## src/rtl/ngc_counter_sched_pkg.sv

```systemverilog
// Shared types for the ngc_counter scheduler and its round-robin arbiter.
package ngc_counter_sched_pkg;

  typedef enum logic [2:0] {
    IDLE,
    LOAD,
    RUN,
    FINISH,
    CLEAR
  } state_t;

  // The counter belongs to a job in every state except IDLE.
  function automatic logic owns_counter(input state_t s);
    return s != IDLE;
  endfunction

endpackage

```

## src/rtl/ngc_rr_arbiter.sv

```systemverilog
// Combinational round-robin arbiter: one-hot grant to the first valid index
// at or after pointer, wrapping modulo N; zero when disabled or nothing valid.
module ngc_rr_arbiter #(
  parameter int unsigned N = 4,
  localparam int unsigned PW = $clog2(N)
) (
  input  logic [N-1:0]  valid,
  input  logic [PW-1:0] pointer,
  input  logic          enable,
  output logic [N-1:0]  grant
);

  always_comb begin
    logic          found;
    logic [PW-1:0] idx;
    grant = '0;
    found = 1'b0;
    idx   = '0;
    for (int unsigned i = 0; i < N; i++) begin
      idx = PW'((32'(pointer) + i) % N);
      if (enable && !found && valid[idx]) begin
        grant[idx] = 1'b1;
        found      = 1'b1;
      end
    end
  end

endmodule

```

## src/rtl/ngc_counter_sched.sv

```systemverilog
// Round-robin scheduler time-sharing one ngc_counter among N_REQ requesters.
// Optional watchdog enabled by NGC_COUNTER_SCHED_TIMEOUT_EN (parameter TMO_CYCLES).
module ngc_counter_sched
  import ngc_counter_sched_pkg::*;
#(
  parameter int unsigned WIDTH = 16,
  parameter int unsigned N_REQ = 4
`ifdef NGC_COUNTER_SCHED_TIMEOUT_EN
  ,
  parameter int unsigned TMO_CYCLES = 1024
`endif
) (
  input  logic                             clk,
  input  logic                             rst_n,
  input  logic [N_REQ-1:0]                 req_valid,
  output logic [N_REQ-1:0]                 req_ready,
  input  logic [N_REQ-1:0][WIDTH-1:0]      req_from,
  input  logic [N_REQ-1:0][WIDTH-1:0]      req_to,
  input  logic [N_REQ-1:0][WIDTH/2-1:0]    req_step,
  input  logic [N_REQ-1:0]                 req_dir,
  input  logic [N_REQ-1:0]                 req_cancel,
  output logic [N_REQ-1:0]                 done,
  output logic [N_REQ-1:0]                 err,
  output logic                             busy,
  output logic                             cnt_rst,
  output logic                             cnt_load,
  output logic                             cnt_enb,
  output logic                             cnt_dir,
  output logic                             cnt_one_shot,
  output logic [WIDTH-1:0]                 cnt_load_value,
  output logic [WIDTH-1:0]                 cnt_count_from_value,
  output logic [WIDTH-1:0]                 cnt_count_to_value,
  output logic [WIDTH/2-1:0]               cnt_step_value,
  input  logic [WIDTH-1:0]                 cnt_count,
  input  logic                             cnt_count_hit
);

  localparam int unsigned SW = WIDTH / 2;
  localparam int unsigned PW = $clog2(N_REQ);

  typedef struct packed {
    logic [WIDTH-1:0] from;
    logic [WIDTH-1:0] to;
    logic [SW-1:0]    step;
    logic             dir;
  } job_t;

  state_t           state_q, state_d;
  job_t             job_q, job_d;
  logic [PW-1:0]    owner_q, owner_d;
  logic [PW-1:0]    ptr_q, ptr_d;
  logic [N_REQ-1:0] done_q, done_d, err_q, err_d;
  logic             busy_d, cnt_rst_d, cnt_load_d, cnt_enb_d;
  logic [PW-1:0]    grant_idx;
  logic             arb_en, reject, tmo;

  // The counter value is for monitoring only.
  logic unused_cnt_count;
  assign unused_cnt_count = ^cnt_count;

  assign arb_en = (state_q == IDLE);

  ngc_rr_arbiter #(.N(N_REQ)) u_arb (
    .valid   (req_valid),
    .pointer (ptr_q),
    .enable  (arb_en),
    .grant   (req_ready)
  );

  always_comb begin
    grant_idx = '0;
    for (int unsigned i = 0; i < N_REQ; i++) begin
      if (req_ready[PW'(i)]) grant_idx = PW'(i);
    end
  end

  assign reject = (req_step[grant_idx] == '0) ||
                  (req_dir[grant_idx] ? (req_to[grant_idx] < req_from[grant_idx])
                                      : (req_to[grant_idx] > req_from[grant_idx]));

`ifdef NGC_COUNTER_SCHED_TIMEOUT_EN
  localparam int unsigned TW = $clog2(TMO_CYCLES + 1);
  logic [TW-1:0] wd_q, wd_d;

  assign tmo = (wd_q == TW'(TMO_CYCLES - 1));

  // Watchdog restarts on every RUN entry and only counts while running.
  always_comb begin
    wd_d = wd_q;
    if (state_q == LOAD)     wd_d = '0;
    else if (state_q == RUN) wd_d = wd_q + TW'(1);
  end

  always_ff @(posedge clk or negedge rst_n) begin
    if (!rst_n) wd_q <= '0;
    else        wd_q <= wd_d;
  end
`else
  assign tmo = 1'b0;
`endif

  // Next state plus the registered output values for the coming cycle.
  always_comb begin
    state_d = state_q;
    job_d   = job_q;
    owner_d = owner_q;
    ptr_d   = ptr_q;
    done_d  = '0;
    err_d   = '0;
    case (state_q)
      IDLE: begin
        if (|req_ready) begin
          job_d   = '{from: req_from[grant_idx], to: req_to[grant_idx],
                      step: req_step[grant_idx], dir: req_dir[grant_idx]};
          owner_d = grant_idx;
          ptr_d   = (grant_idx == PW'(N_REQ - 1)) ? '0 : grant_idx + PW'(1);
          if (reject) err_d[grant_idx] = 1'b1;
          else        state_d = LOAD;
        end
      end
      LOAD: state_d = RUN;
      RUN: begin
        // A same-cycle hit beats both cancel and timeout.
        if (cnt_count_hit) begin
          state_d         = FINISH;
          done_d[owner_q] = 1'b1;
        end else if (req_cancel[owner_q] || tmo) begin
          state_d        = CLEAR;
          err_d[owner_q] = 1'b1;
        end
      end
      FINISH:  state_d = CLEAR;
      CLEAR:   state_d = IDLE;
      default: state_d = IDLE;
    endcase
    busy_d     = owns_counter(state_d);
    cnt_rst_d  = (state_d == IDLE) || (state_d == CLEAR);
    cnt_load_d = (state_d == LOAD);
    cnt_enb_d  = (state_d == RUN);
  end

  always_ff @(posedge clk or negedge rst_n) begin
    if (!rst_n) begin
      state_q  <= IDLE;
      job_q    <= '0;
      owner_q  <= '0;
      ptr_q    <= '0;
      done_q   <= '0;
      err_q    <= '0;
      busy     <= 1'b0;
      cnt_rst  <= 1'b1;
      cnt_load <= 1'b0;
      cnt_enb  <= 1'b0;
    end else begin
      state_q  <= state_d;
      job_q    <= job_d;
      owner_q  <= owner_d;
      ptr_q    <= ptr_d;
      done_q   <= done_d;
      err_q    <= err_d;
      busy     <= busy_d;
      cnt_rst  <= cnt_rst_d;
      cnt_load <= cnt_load_d;
      cnt_enb  <= cnt_enb_d;
    end
  end

  assign done                 = done_q;
  assign err                  = err_q;
  assign cnt_one_shot         = 1'b1;
  assign cnt_dir              = job_q.dir;
  assign cnt_load_value       = job_q.from;
  assign cnt_count_from_value = job_q.from;
  assign cnt_count_to_value   = job_q.to;
  assign cnt_step_value       = job_q.step;

endmodule

```

## config.mk

```make
export PLATFORM = sky130hd
export DESIGN_NAME = ngc_counter_sched
export DESIGN_NICKNAME = d
export VERILOG_FILES = /design/src/rtl/ngc_counter_sched_pkg.sv /design/src/rtl/ngc_rr_arbiter.sv /design/src/rtl/ngc_counter_sched.sv
export SDC_FILE = /design/constraint.sdc
export NUM_CORES = 1
export LEC_CHECK = 0
export CORE_MARGIN = 2
export CORE_UTILIZATION = 35
export CTS_CLUSTER_SIZE = 8
export DETAILED_ROUTE_END_ITERATION = 8
export MAX_ROUTING_LAYER = met4
export PLACE_DENSITY = 0.88
export SYNTH_ARGS = -nofsm -noshare
export SYNTH_HDL_FRONTEND = slang
export SYNTH_SLANG_ARGS = --single-unit
```

## constraint.sdc

```tcl
create_clock -name clk -period 5 [get_ports clk]
set_input_delay 0.75 -clock clk [delete_from_list [all_inputs] [get_ports clk]]
set_output_delay 0.75 -clock clk [all_outputs]
set_load 0.005 [all_outputs]
```

# After elaboration in Yosys (flattened, before gate mapping)
# Index checks and enable logic that the tools add are counted.
[op_classes] n_addsub=4 mux=54 n_bitwise=3 eq_ne=7 order_cmp=14 n_reduce_logical=24
[ops] op="binary-select mux 16 bit (select 2 bit)" count=2
[ops] op="two-way mux 4 bit" count=10
[ops] op="two-way mux 16 bit" count=2
[ops] op="less-than comparator 2 x 3 -> 1 bit, second input constant" count=6
[ops] op="two-way mux 1 bit" count=17
[ops] op="binary-select mux 8 bit (select 2 bit)" count=1
[ops] op="> comparator 16 bit" count=1
[ops] op="less-than comparator 16 bit" count=1
[ops] op="logical AND 1 bit" count=13
[ops] op="binary-select mux 1 bit (select 2 bit)" count=6
[ops] op="demux 1 bit (select 2 bit)" count=6
[ops] op=">= comparator 2 x 1 -> 1 bit, second input constant" count=6
[ops] op="two-way mux 3 bit" count=4
[ops] op="OR 4 bit" count=3
[ops] op="case mux 3 bit (4 select lines)" count=1
[ops] op="equality test 3 x 2 -> 1 bit, second input constant" count=3
[ops] op="zero test 8 bit" count=1
[ops] op="two-way mux 8 bit" count=1
[ops] op="case mux 4 bit (2 select lines)" count=1
[ops] op="equality test 3 x 1 -> 1 bit, second input constant" count=2
[ops] op="zero test 3 bit" count=2
[ops] op="two-way mux 2 bit" count=3
[ops] op="adder 2 x 1 -> 2 bit, second input constant" count=2
[ops] op="adder 2 bit, second input constant" count=2
[ops] op="7 further kinds" count=10
[word_totals] elab_cells=119 in_bits=191 out_inout_bits=74 ff_bits=60

# Logic depth before layout (Yosys ltp)
# Gate-level depths: netlist of the first run.
[depth] ltp_word=29 ltp_mapped=23 mapped_depth_nobuf=20

# Hierarchy
# A second synthesis of the first run with hierarchy kept.
[hier_totals] cells_unflattened=570 area_unflattened_um2=4558.1
[modules_own_cells] mod="ngc_counter_sched" cells_per_inst=527 instances=1 seq_area_each_um2=1502.7 area_each_um2=4172.8
[modules_own_cells] mod="ngc_rr_arbiter" cells_per_inst=43 instances=1 seq_area_each_um2=0.0 area_each_um2=385.4

# Worst setup path after synthesis of the first run
# Ideal clock, no wire load.
[synth_timing] kind="register to register" from="reg ptr_q[0]" to="reg busy" setup_slack_ps=14 path_buffers=4 stages_incl_launch_ff=24 t_arrival_ps=4862 period_less_slack_ps=4986 t_required_ps=4876 setup_ps=124 path_cell_list="dfrtp_1 buf_6 inv_1 ha_1 mux4_2 or2_1 o311ai_4 nand2_4 buf_6 buf_4 buf_2 mux2i_1 o21ai_0 mux2i_1 ha_1 a21o_1 a21o_1 a21oi_1 nor2_1 o21ai_0 a21oi_1 mux2i_1 a21oi_2 a211o_1"
[synth_between] elab_chain_cells=28 word_cells_on_any_way=72 classes_between="add/sub (3); order compare (10); mux (38); bitwise (3); reduce/logical (18)"
[synth_rtl] element="from (decl)" line="ngc_counter_sched.sv:51" rtl="logic [PW-1:0] ptr_q, ptr_d;"
[synth_rtl] element="from (signal assigned)" line="ngc_counter_sched.sv:158" rtl="ptr_q <= ptr_d;"
[synth_rtl] element="parallel branches: the longest is 15 deep, another holds less-than comparator 2 x 3 -> 1 bit"
[synth_rtl] element="two-way mux 4 bit *" line="ngc_rr_arbiter.sv:21" rtl="if (enable && !found && valid[idx]) begin"
[synth_rtl] element="two-way mux 1 bit" line="ngc_counter_sched.sv:73" rtl="if (req_ready[PW'(i)]) grant_idx = PW'(i);"
[synth_rtl] element="two-way mux 2 bit (2 in a row)" line="ngc_counter_sched.sv:73"
[synth_rtl] element="binary-select mux 16 bit (select 2 bit)" line="ngc_counter_sched.sv:78, ngc_counter_sched.sv:79"
[synth_rtl] element="two-way mux 16 bit (not written as such)" line="ngc_counter_sched.sv:78, ngc_counter_sched.sv:79"
[synth_rtl] element="> comparator 16 bit or less-than comparator 16 bit (tied branches)" line="ngc_counter_sched.sv:79, ngc_counter_sched.sv:78"
[synth_rtl] element="two-way mux 1 bit" line="ngc_counter_sched.sv:78" rtl="(req_dir[grant_idx] ? (req_to[grant_idx] < req_from[grant_idx])"
[synth_rtl] element="logical OR 1 bit" line="ngc_counter_sched.sv:77" rtl="assign reject = (req_step[grant_idx] == '0) ||"
[synth_rtl] element="two-way mux 3 bit" line="ngc_counter_sched.sv:117" rtl="if (reject) err_d[grant_idx] = 1'b1;"
[synth_rtl] element="two-way mux 3 bit *" line="ngc_counter_sched.sv:112" rtl="if (|req_ready) begin"
[synth_rtl] element="case mux 3 bit (4 select lines) *" line="ngc_counter_sched.sv:110" rtl="case (state_q)"
[synth_rtl] element="nonzero test 3 bit *" line="ngc_counter_sched_pkg.sv:14" rtl="return s != IDLE;"
[synth_rtl] element="named net busy_d" line="ngc_counter_sched.sv:53" rtl="logic busy_d, cnt_rst_d, cnt_load_d, cnt_enb_d;"
[synth_rtl] element="to (signal assigned)" line="ngc_counter_sched.sv:161" rtl="busy <= busy_d;"
[synth_rtl] element="to (decl)" line="ngc_counter_sched.sv:24" rtl="output logic busy,"
# Mark *: on every way through the listed nets, which the timed path passes. The select of a mux whose other input is x is not followed.
# A chain may end at the register's enable or synchronous reset.

# Worst setup path after layout of the first run
[layout_timing] from="reg ptr_q[1]" to="reg err_q[1] (netlist: err[1])"
[layout_between] elab_chain_cells=27 word_cells_on_any_way=76 classes_between="add/sub (3); order compare (12); mux (40); bitwise (3); reduce/logical (18)"
[layout_rtl] element="parallel branches: the longest is 15 deep, another holds less-than comparator 2 x 3 -> 1 bit"
[layout_rtl] element="two-way mux 4 bit *" line="ngc_rr_arbiter.sv:21"
[layout_rtl] element="two-way mux 1 bit" line="ngc_counter_sched.sv:73"
[layout_rtl] element="two-way mux 2 bit (2 in a row)" line="ngc_counter_sched.sv:73"
[layout_rtl] element="binary-select mux 16 bit (select 2 bit)" line="ngc_counter_sched.sv:78, ngc_counter_sched.sv:79"
[layout_rtl] element="two-way mux 16 bit (not written as such)" line="ngc_counter_sched.sv:78, ngc_counter_sched.sv:79"
[layout_rtl] element="> comparator 16 bit or less-than comparator 16 bit (tied branches)" line="ngc_counter_sched.sv:79, ngc_counter_sched.sv:78"
[layout_rtl] element="two-way mux 1 bit" line="ngc_counter_sched.sv:78"
[layout_rtl] element="logical OR 1 bit" line="ngc_counter_sched.sv:77"
[layout_rtl] element="two-way mux 4 bit" line="ngc_counter_sched.sv:117"
[layout_rtl] element="two-way mux 4 bit *" line="ngc_counter_sched.sv:112"
[layout_rtl] element="case mux 4 bit (2 select lines) *" line="ngc_counter_sched.sv:110"
[layout_rtl] element="named net err_d[1]" line="ngc_counter_sched.sv:52" rtl="logic [N_REQ-1:0] done_q, done_d, err_q, err_d;"
[layout_rtl] element="to (signal assigned)" line="ngc_counter_sched.sv:160" rtl="err_q <= err_d;"
[layout_rtl] element="to (decl)" line="ngc_counter_sched.sv:52"
# Marked as above.

==> results of run 1 <==
==> sequential cells by signal (all words and copies together), names as in the netlist <==
name,cells
cnt_enb,1
cnt_count_from_value,16
cnt_rst,1
cnt_step_value,8
busy,1
cnt_count_to_value,16
ptr_q,2
done,4
err,4
owner_q,2
state_q,3
cnt_load,1
cnt_dir,1
==> cell usage in the layout, fill, tap and decap left out, types with 11 or more instances in the layout <==
master / netlist / layout
o21ai_1: 3 / 11
ha_1: 28 / 27
clkdlybuf4s50_1: 0 / 242
mux2i_1: 55 / 53
nor2_1: 58 / 58
buf_4: 19 / 52
nand2_1: 63 / 63
o21ai_0: 53 / 45
mux2_2: 17 / 17
nor3_1: 11 / 11
dfrtp_1: 59 / 59
a21oi_1: 46 / 45
==> worst max-delay path, cell delays in order (launching register included) <==
cell	delay, ps
dfrtp_1	380
inv_1	100
ha_4	310
mux4_2	510
or2_4	280
o311ai_4	360
nand2_4	100
buf_6	160
buf_4	180
mux2i_1	130
o21ai_1	160
mux2i_2	120
ha_1	210
a21o_1	170
a21o_1	170
a21oi_1	140
o21ai_1	90
nor4_2	290
buf_4	160
a211o_1	150
mux2i_4	80
a21oi_4	250
o21ai_0	120
==> final cells by class <==
type	count	share of cell area [%]
flip-flops and latches	60	19.2
well taps	172	2.74
clock inverters	4	0.925
multi-input cells	406	35.8
repair buffers	304	37.7
clock buffers	12	3.14
inverters	10	0.478
==> layer usage <==
metal | GRT usage (%) | vias to the layer above | part of all wire, %
met5 | - | - | 0
met4 | 5.88 | 0 | 1.3
met3 | 4.44 | 26 | 7.7
met2 | 38.1 | 245 | 48
met1 | 28.2 | 2252 | 43
li1 | - | 2366 | -
==> power groups by stage <==
stage / clock, W / sequential (W) / combinational [W]
6_report: 0.000665 / 0.000925 / 0.00475
5_1_grt: 0.000701 / 0.000958 / 0.00521
4_1_cts: 0.000676 / 0.000925 / 0.00457
3_5_place_dp: 0 / 0.000931 / 0.00456
3_3_place_gp: 0 / 0.000921 / 0.00442
2_1_floorplan: 0 / 0.000910 / 0.00276
==> kinds of logic after synthesis <==
family | Yosys count | share of synthesized area [%]
flip-flops | 60 | 32.7
buffers and inverters | 59 | 7.11
adder cells (fa/ha/maj) | 28 | 7.63
other | 1 | 0.0816
AND/OR/NAND/NOR | 169 | 16.8
AO/OA/AOI/OAI | 129 | 16.7
multiplexers | 78 | 18.9
XOR/XNOR | 1 | 0.191
==> per-stage QoR <==
| step | utilization [%] | area [um^2] | power, W |
|---|---|---|---|
| after detailed placement | 58.4 | 7430 | 0.00549 |
| after global placement | 58.4 | 7430 | 0.00534 |
| final | 61.7 | 7850 | 0.00634 |
| after CTS | 60.9 | 7750 | 0.00617 |
| after global routing | 61.7 | 7850 | 0.00687 |
| after floorplan | - | 4590 | 0.00367 |
==> worst paths after layout <==
path,startpoint,endpoint,slack [ps],depth (start not counted)
max in group asynchronous,rst_n,cnt_count_to_value[8],3870,2
min in group asynchronous,rst_n,cnt_step_value[4],580,2
hold / removal,cnt_step_value[2],cnt_step_value[2],490,2
setup reg to reg,ptr_q[1],err[1],260,22
setup / recovery,ptr_q[1],err[1],260,22
hold reg to reg,cnt_step_value[2],cnt_step_value[2],490,2
==> timing repair <==
action,CTS,global route
resized for setup,0,23
endpoints found under the setup margin,0,8
buffers inserted,0,5
==> results summary, run 1 <==
Summed over all nets, the switching power comes to 0.00277 W. The routed layout has 4889 vias. TritonCTS built the clock tree. Combinational logic burns 74.9% of the power. The element type at the critical path start is a flop.

The highest attainable clock frequency is 211 MHz. The final count of pins violating max slew came to 0. The number of standard-cell rows in the floorplan is 41. In this run the power density over the cells is 808 nW/um^2.

The core area came out at 12700 um^2. The count of buffers inserted at the top-level ports came out at 247. The post-synthesis sequential area ratio came out at 32.7%. The cts-stage hold buffer count came out at 0.

The pin count of the biggest net entering global routing came out at 61. The post-synthesis cell count is 525. The count of warnings emitted by yosys is 0. The clock share of power is 10.5%. The endpoint arrival time on the critical path is 4930 ps. The final-report hold violation count is 0.

The share of final-layout standard cells stronger than drive strength 1 is 14.3%. In this run the clock root is driven by a clkbuf_16. Sorting the synthesized cells by area gives the leading types as dfrtp_1, mux2i_1, ha_1, o21ai_0, nand2_1. The total wire length came out at 16.0 mm. The average wire per cell in the routed design is 16.5 um. Of the total power, registers draw 14.6%. The clock sink count came out at 60. The count of unique library cells instantiated by Yosys came out at 51. The global route total overflow came out at 0. The filler-free cell count of the finished design is 968. The final worst-path setup slack came out at 261 ps. Sorting the synthesized cells by how often they occur yields nand2_1, dfrtp_1, nor2_1, mux2i_1, o21ai_0. Prior to clock tree synthesis, the placed netlist has a worst setup slack of -328 ps. The share of the cycle needed by the critical path after routing came out at 94.8%. The die outline area is 14100 um^2. The number of storage elements in the synthesis netlist came out at 60. The tightest hold margin is 487 ps. The layout overhead on the synthesized area came out at 70.8%. Clock-pin slew was measured on the worst setup and hold paths at 60 ps. The final setup violation count came out at 0. The initial core utilization came out at 36.1%. After synthesis, the mean cell area works out to 8.75 um^2. The sequential cells in the finished layout cover a total of 1500 um^2. Setup repair after global routing left no endpoint under its margin. The total number of nets in the final design is 1010. Clock latency on the worst-skew pair, taken at its later pin, is 320 ps. The synthesized netlist occupies a cell area of 4590 um^2. The top-level I/O count came out at 265. The total routing resource utilization after global routing came out at 22.8%.

Between clock sinks in the finished design, the worst skew comes to 9.33 ps. The via count of the first global-routing pass is 4742. The clock passes through at most 2 buffers.

In this run the remaining antenna-violating nets after routing total 0. Dividing the detail-routed via count by the number of cells gives 5.05. Cell internal power was estimated by the tool at 0.00357 W.

The most used flip-flop cell after synthesis is dfrtp_1. The width of the chip is 119 um. Summed over all cells, the static leakage comes to 3.60 nW. Measured against its own limit, the worst slew margin works out to 29.0%.

The smallest clock period supported by the final layout is computed as 4740 ps. The number of placed cells counting well taps came out at 947. The number of max-cap violations came out at 0. The final RePlAce weighted congestion is 0.970.

Across the VDD grid, the largest voltage drop is 0.528 mV. The async set-reset flop share out of synthesis is 100%. The switching share of power came out at 43.6%.

The critical path is of the reg2reg type. Counting flops with a built-in enable in the synthesized netlist gives 0. STA puts the critical path data required time at 5190 ps.

The wire length of the first global-routing pass came out at 24.6 mm. Adding up every negative setup slack in the final design gives 0 ps. The share of synthesized area in the top cell type comes to 32.1%. Measured along the y axis, the die boundary spans 119 um.

The flow ran to the end, and the final reports show no timing, DRC or antenna violations. The multi-input combinational cell area came out at 2810 um^2. The most common cell in the synthesized netlist is nand2_1. The kind of end point of the critical path is a flop. The number of antenna violations at the first check in global routing was 0. The final routed DRC violation total came out at 0. The path class of the tightest hold or removal check is reg2reg.

The number of buffers created by CTS is 9. The depth of the CTS H-tree is 3. The transition time of the tightest slew-check pin came out at 1060 ps. The starting DRC count in detailed routing is 194. The number of nets in the synthesized netlist is 744.

The number of inserted filler cells in the final layout is 1093. The iteration count of the initial detailed-routing pass is 5. The diode insertion count for antenna repair is 0.

The biggest area contributor in the post-synthesis netlist is dfrtp_1. Of all nets on the critical path, the largest fanout is 8. The sum of net half-perimeters after detailed placement came out at 13.0 mm.
Power figures use the tool's default switching activity.
==> run 2: changes to the inputs <==
Settings changed: CAP_MARGIN from default to 20.
==> run 2 against run 1 <==
Clock-buffer cell count unchanged. Cell area increased by 0.26%. Clock skew decreased by 1.7 ps. Sequential share of layout area about the same. Final cell count is 0.10% higher. Critical path depth did not move. Via count is 0.55% lower. Largest cell class unchanged.
==> results summary, run 2 (synthesis results as in run 1) <==
Run status: complete, no violations (unchanged). The kind of cell adding the most delay to the critical path is compound AO/OA/AOI/OAI gates (unchanged). Cell-by-cell listing of the critical path: inv_1 > ha_4 > mux4_2 > or2_4 > o311ai_4 > nand2_4 > buf_6 > buf_4 > mux2i_1 > o21ai_1 > mux2i_2 > ha_1 > a21o_1 > a21o_1 > a21oi_1 > o21ai_1 > nor4_2 > buf_4 > a211o_1 > mux2i_4 > a21oi_4 > o21ai_0 (unchanged). The worst hold endpoint is cnt_step_value[2] (unchanged). The count of buffers inserted at the top-level ports came out at 247 (unchanged).

The clock sink count came out at 60 (unchanged). The clock-pin transition on the worst setup and hold timing paths came to 60 ps (about the same). The final-report hold violation count is 0 (unchanged). The commonest non-fill, non-tap cell in the layout was clkdlybuf4s50_1 (unchanged). The final-layout setup total negative slack came out at 0 ps (unchanged). The total routing resource utilization after global routing came out at 22.8% (unchanged). The critical path start-end classification is reg2reg (unchanged).

The transition time of the tightest slew-check pin is 806 ps (was 1060 ps). The final count of pins violating max slew is 0 (unchanged). The TritonCTS clock tree is built (unchanged). The number of buffers created by CTS is 9 (unchanged). The reported leakage power is 3.61 nW (was 3.60 nW). The endpoint arrival time on the critical path is 4930 ps (about the same). The number of max-cap violations came to 0 (unchanged).

The setup slack of the most critical reg-to-reg path is 260 ps (about the same). The root cell of the clock tree is clkbuf_16 (unchanged). The tightest hold margin came out at 484 ps (was 487 ps). The maximum fanout encountered on the critical timing path came out at 8 (unchanged). The layout overhead on the synthesized area was 71.3% (was 70.8%). The share of the cycle needed by the critical path after routing came out at 94.7% (was 94.8%). The minimum period implied by the final worst setup slack came out at 4740 ps (about the same). The buffer and inverter count on the worst path was 4 (unchanged). The global route total overflow is 0 (unchanged). The number of vias per cell after detailed routing is 5.02 (was 5.05). The initial core utilization came out at 36.1% (unchanged). The number of antenna violations at the first check in global routing was 0 (unchanged). The relative max-transition margin came out at 46.2% (was 29.0%). The die outline area is 14100 um^2 (unchanged). The endpoint of the worst-slack reg-to-reg timing path is err[1] (unchanged). The final setup violation count is 0 (unchanged). The source of the worst register-to-register timing path is ptr_q[1] (unchanged). The power density over the cells came to 812 nW/um^2 (was 808 nW/um^2). The number of cells on the worst reg-to-reg path is 22 (unchanged). The number of inserted filler cells in the final layout is 1092 (was 1093).

The floorplan die height is 119 um (unchanged). The final RePlAce weighted congestion came out at 0.970 (unchanged). The kind of end point of the critical path is a flop (unchanged). Most frequent cells in the layout: clkdlybuf4s50_1, nand2_1, dfrtp_1 (unchanged). RSZ-0062 raised after global routing: no (unchanged). The utilization of the core after routing is 61.8% (was 61.7%).

The start point of the worst min-delay path was cnt_step_value[2] (unchanged). The total wire length was 16.0 mm (about the same). The worst IR drop on VDD came out at 0.309 mV (was 0.528 mV). The count of cells along the worst hold path is 2 (unchanged). The pin count of the biggest net entering global routing came to 61 (unchanged).

The diode insertion count for antenna repair is 0 (unchanged). The top-level I/O count came to 265 (unchanged). The width of the chip is 119 um (unchanged).

The cell type of the slowest stage on the worst timing path is mux4_2 (unchanged). The cts-stage hold buffer count is 0 (unchanged). The number of standard-cell rows in the floorplan is 41 (unchanged). The total number of nets in the final design came out at 1011 (was 1010). The total number of vias is 4862 (was 4889).

The element type at the critical path start is a flop (unchanged). The highest attainable clock frequency came out at 211 MHz (about the same). The share of final-layout standard cells stronger than drive strength 1 is 14.4% (was 14.3%). The critical path startpoint is ptr_q[1] (unchanged). The post-layout instance area is 7870 um^2 (was 7850 um^2). The maximum clock path buffer count came out at 2 (unchanged).

The depth of the CTS H-tree came out at 3 (unchanged). The post-place instance area came out at 7430 um^2 (unchanged). The starting DRC count in detailed routing is 192 (was 194). The via count of the first global-routing pass is 4742 (unchanged). The iteration count of the initial detailed-routing pass is 5 (unchanged). The final routed DRC violation total is 0 (unchanged). The wire length of the first global-routing pass came out at 24.6 mm (unchanged). The stage delay of the slowest cell on the critical path is 510 ps (about the same). The latest clock arrival within the worst-skew pair came out at 320 ps (about the same).

The average wire per cell in the routed design is 16.5 um (about the same). The post-detailed-route count of antenna-violating nets is 0 (unchanged). The clock skew was 7.65 ps (was 9.33 ps). The critical path data required time is 5190 ps (about the same). The core area is 12700 um^2 (unchanged).

The sum of net half-perimeters after detailed placement is 13.0 mm (unchanged). The total chip power is 0.00638 W (was 0.00634 W). The type of the tightest min-delay check is reg2reg (unchanged).
[run 2: cell types whose count changed in the layout (fill, tap and decap cells not counted), sizes merged]
cell,previous run,this run
buf,58,59
[run 2: routing by layer]
metal  global-route usage [%]  wire length (um)
met4                     5.88               126
met5                        -                 0
met1                     28.2              6880
met3                     4.44              1100
met2                     38.1              7850
[run 2: per-stage QoR]
| stage | cells | worst slack (ps) |
|---|---|---|
| 2_1_floorplan | 525 | 13.9 |
| 3_3_place_gp | 947 | -235 |
| 3_5_place_dp | 947 | -328 |
| 4_1_cts | 963 | 16.4 |
| 5_1_grt | 969 | 35.6 |
| 6_report | 969 | 264 |
[run 2: worst max-delay path by stage]
| stage | end | slack (ps) | cells after the start |
|---|---|---|---|
| finish | err[1] | 260 | 22 |
| global route | err[1] | 40 | 21 |
| CTS | busy | 20 | 18 |
| detailed placement | busy | -330 | 18 |
| global placement | busy | -230 | 18 |
| floorplan | busy | 10 | 23 |
[run 2: area by class of cell]
cell class / instances / area [um^2] / area share (%)
clock buffers: 12 / 246 / 3.13
repair buffers: 305 / 2980 / 37.9
well taps: 172 / 215 / 2.74
inverters: 10 / 37.5 / 0.477
multi-input cells: 406 / 2810 / 35.8
clock inverters: 4 / 72.6 / 0.923
flip-flops and latches: 60 / 1500 / 19.1
[run 2: repair_timing]
item	in CTS	in global routing
setup buffers	0	5
endpoints found under the setup margin	0	8
resized for setup	0	23
[run 2: worst register-to-register path, cell delays in order, from the launching register on]
cell and delay, ps:
dfrtp_1 380, inv_1 100, ha_4 320, mux4_2 510, or2_4 280, o311ai_4 360, nand2_4 100, buf_6 160
buf_4 180, mux2i_1 130, o21ai_1 160, mux2i_2 120, ha_1 210, a21o_1 170, a21o_1 170, a21oi_1 140
o21ai_1 90, nor4_2 290, buf_4 160, a211o_1 150, mux2i_4 80, a21oi_4 240, o21ai_0 130
[run 2: report_power, final]
group,internal (W),total [W],switching [W]
clock,0.000449,0.000663,0.000214
combinational,0.00240,0.00480,0.00239
sequential,0.000759,0.000924,0.000165
==> run 3: changes to the inputs <==
Settings changed: HOLD_SLACK_MARGIN from default to 0.1.
==> results of run 3 <==
Final layout, timing and power as in run 2 (identical DEF).
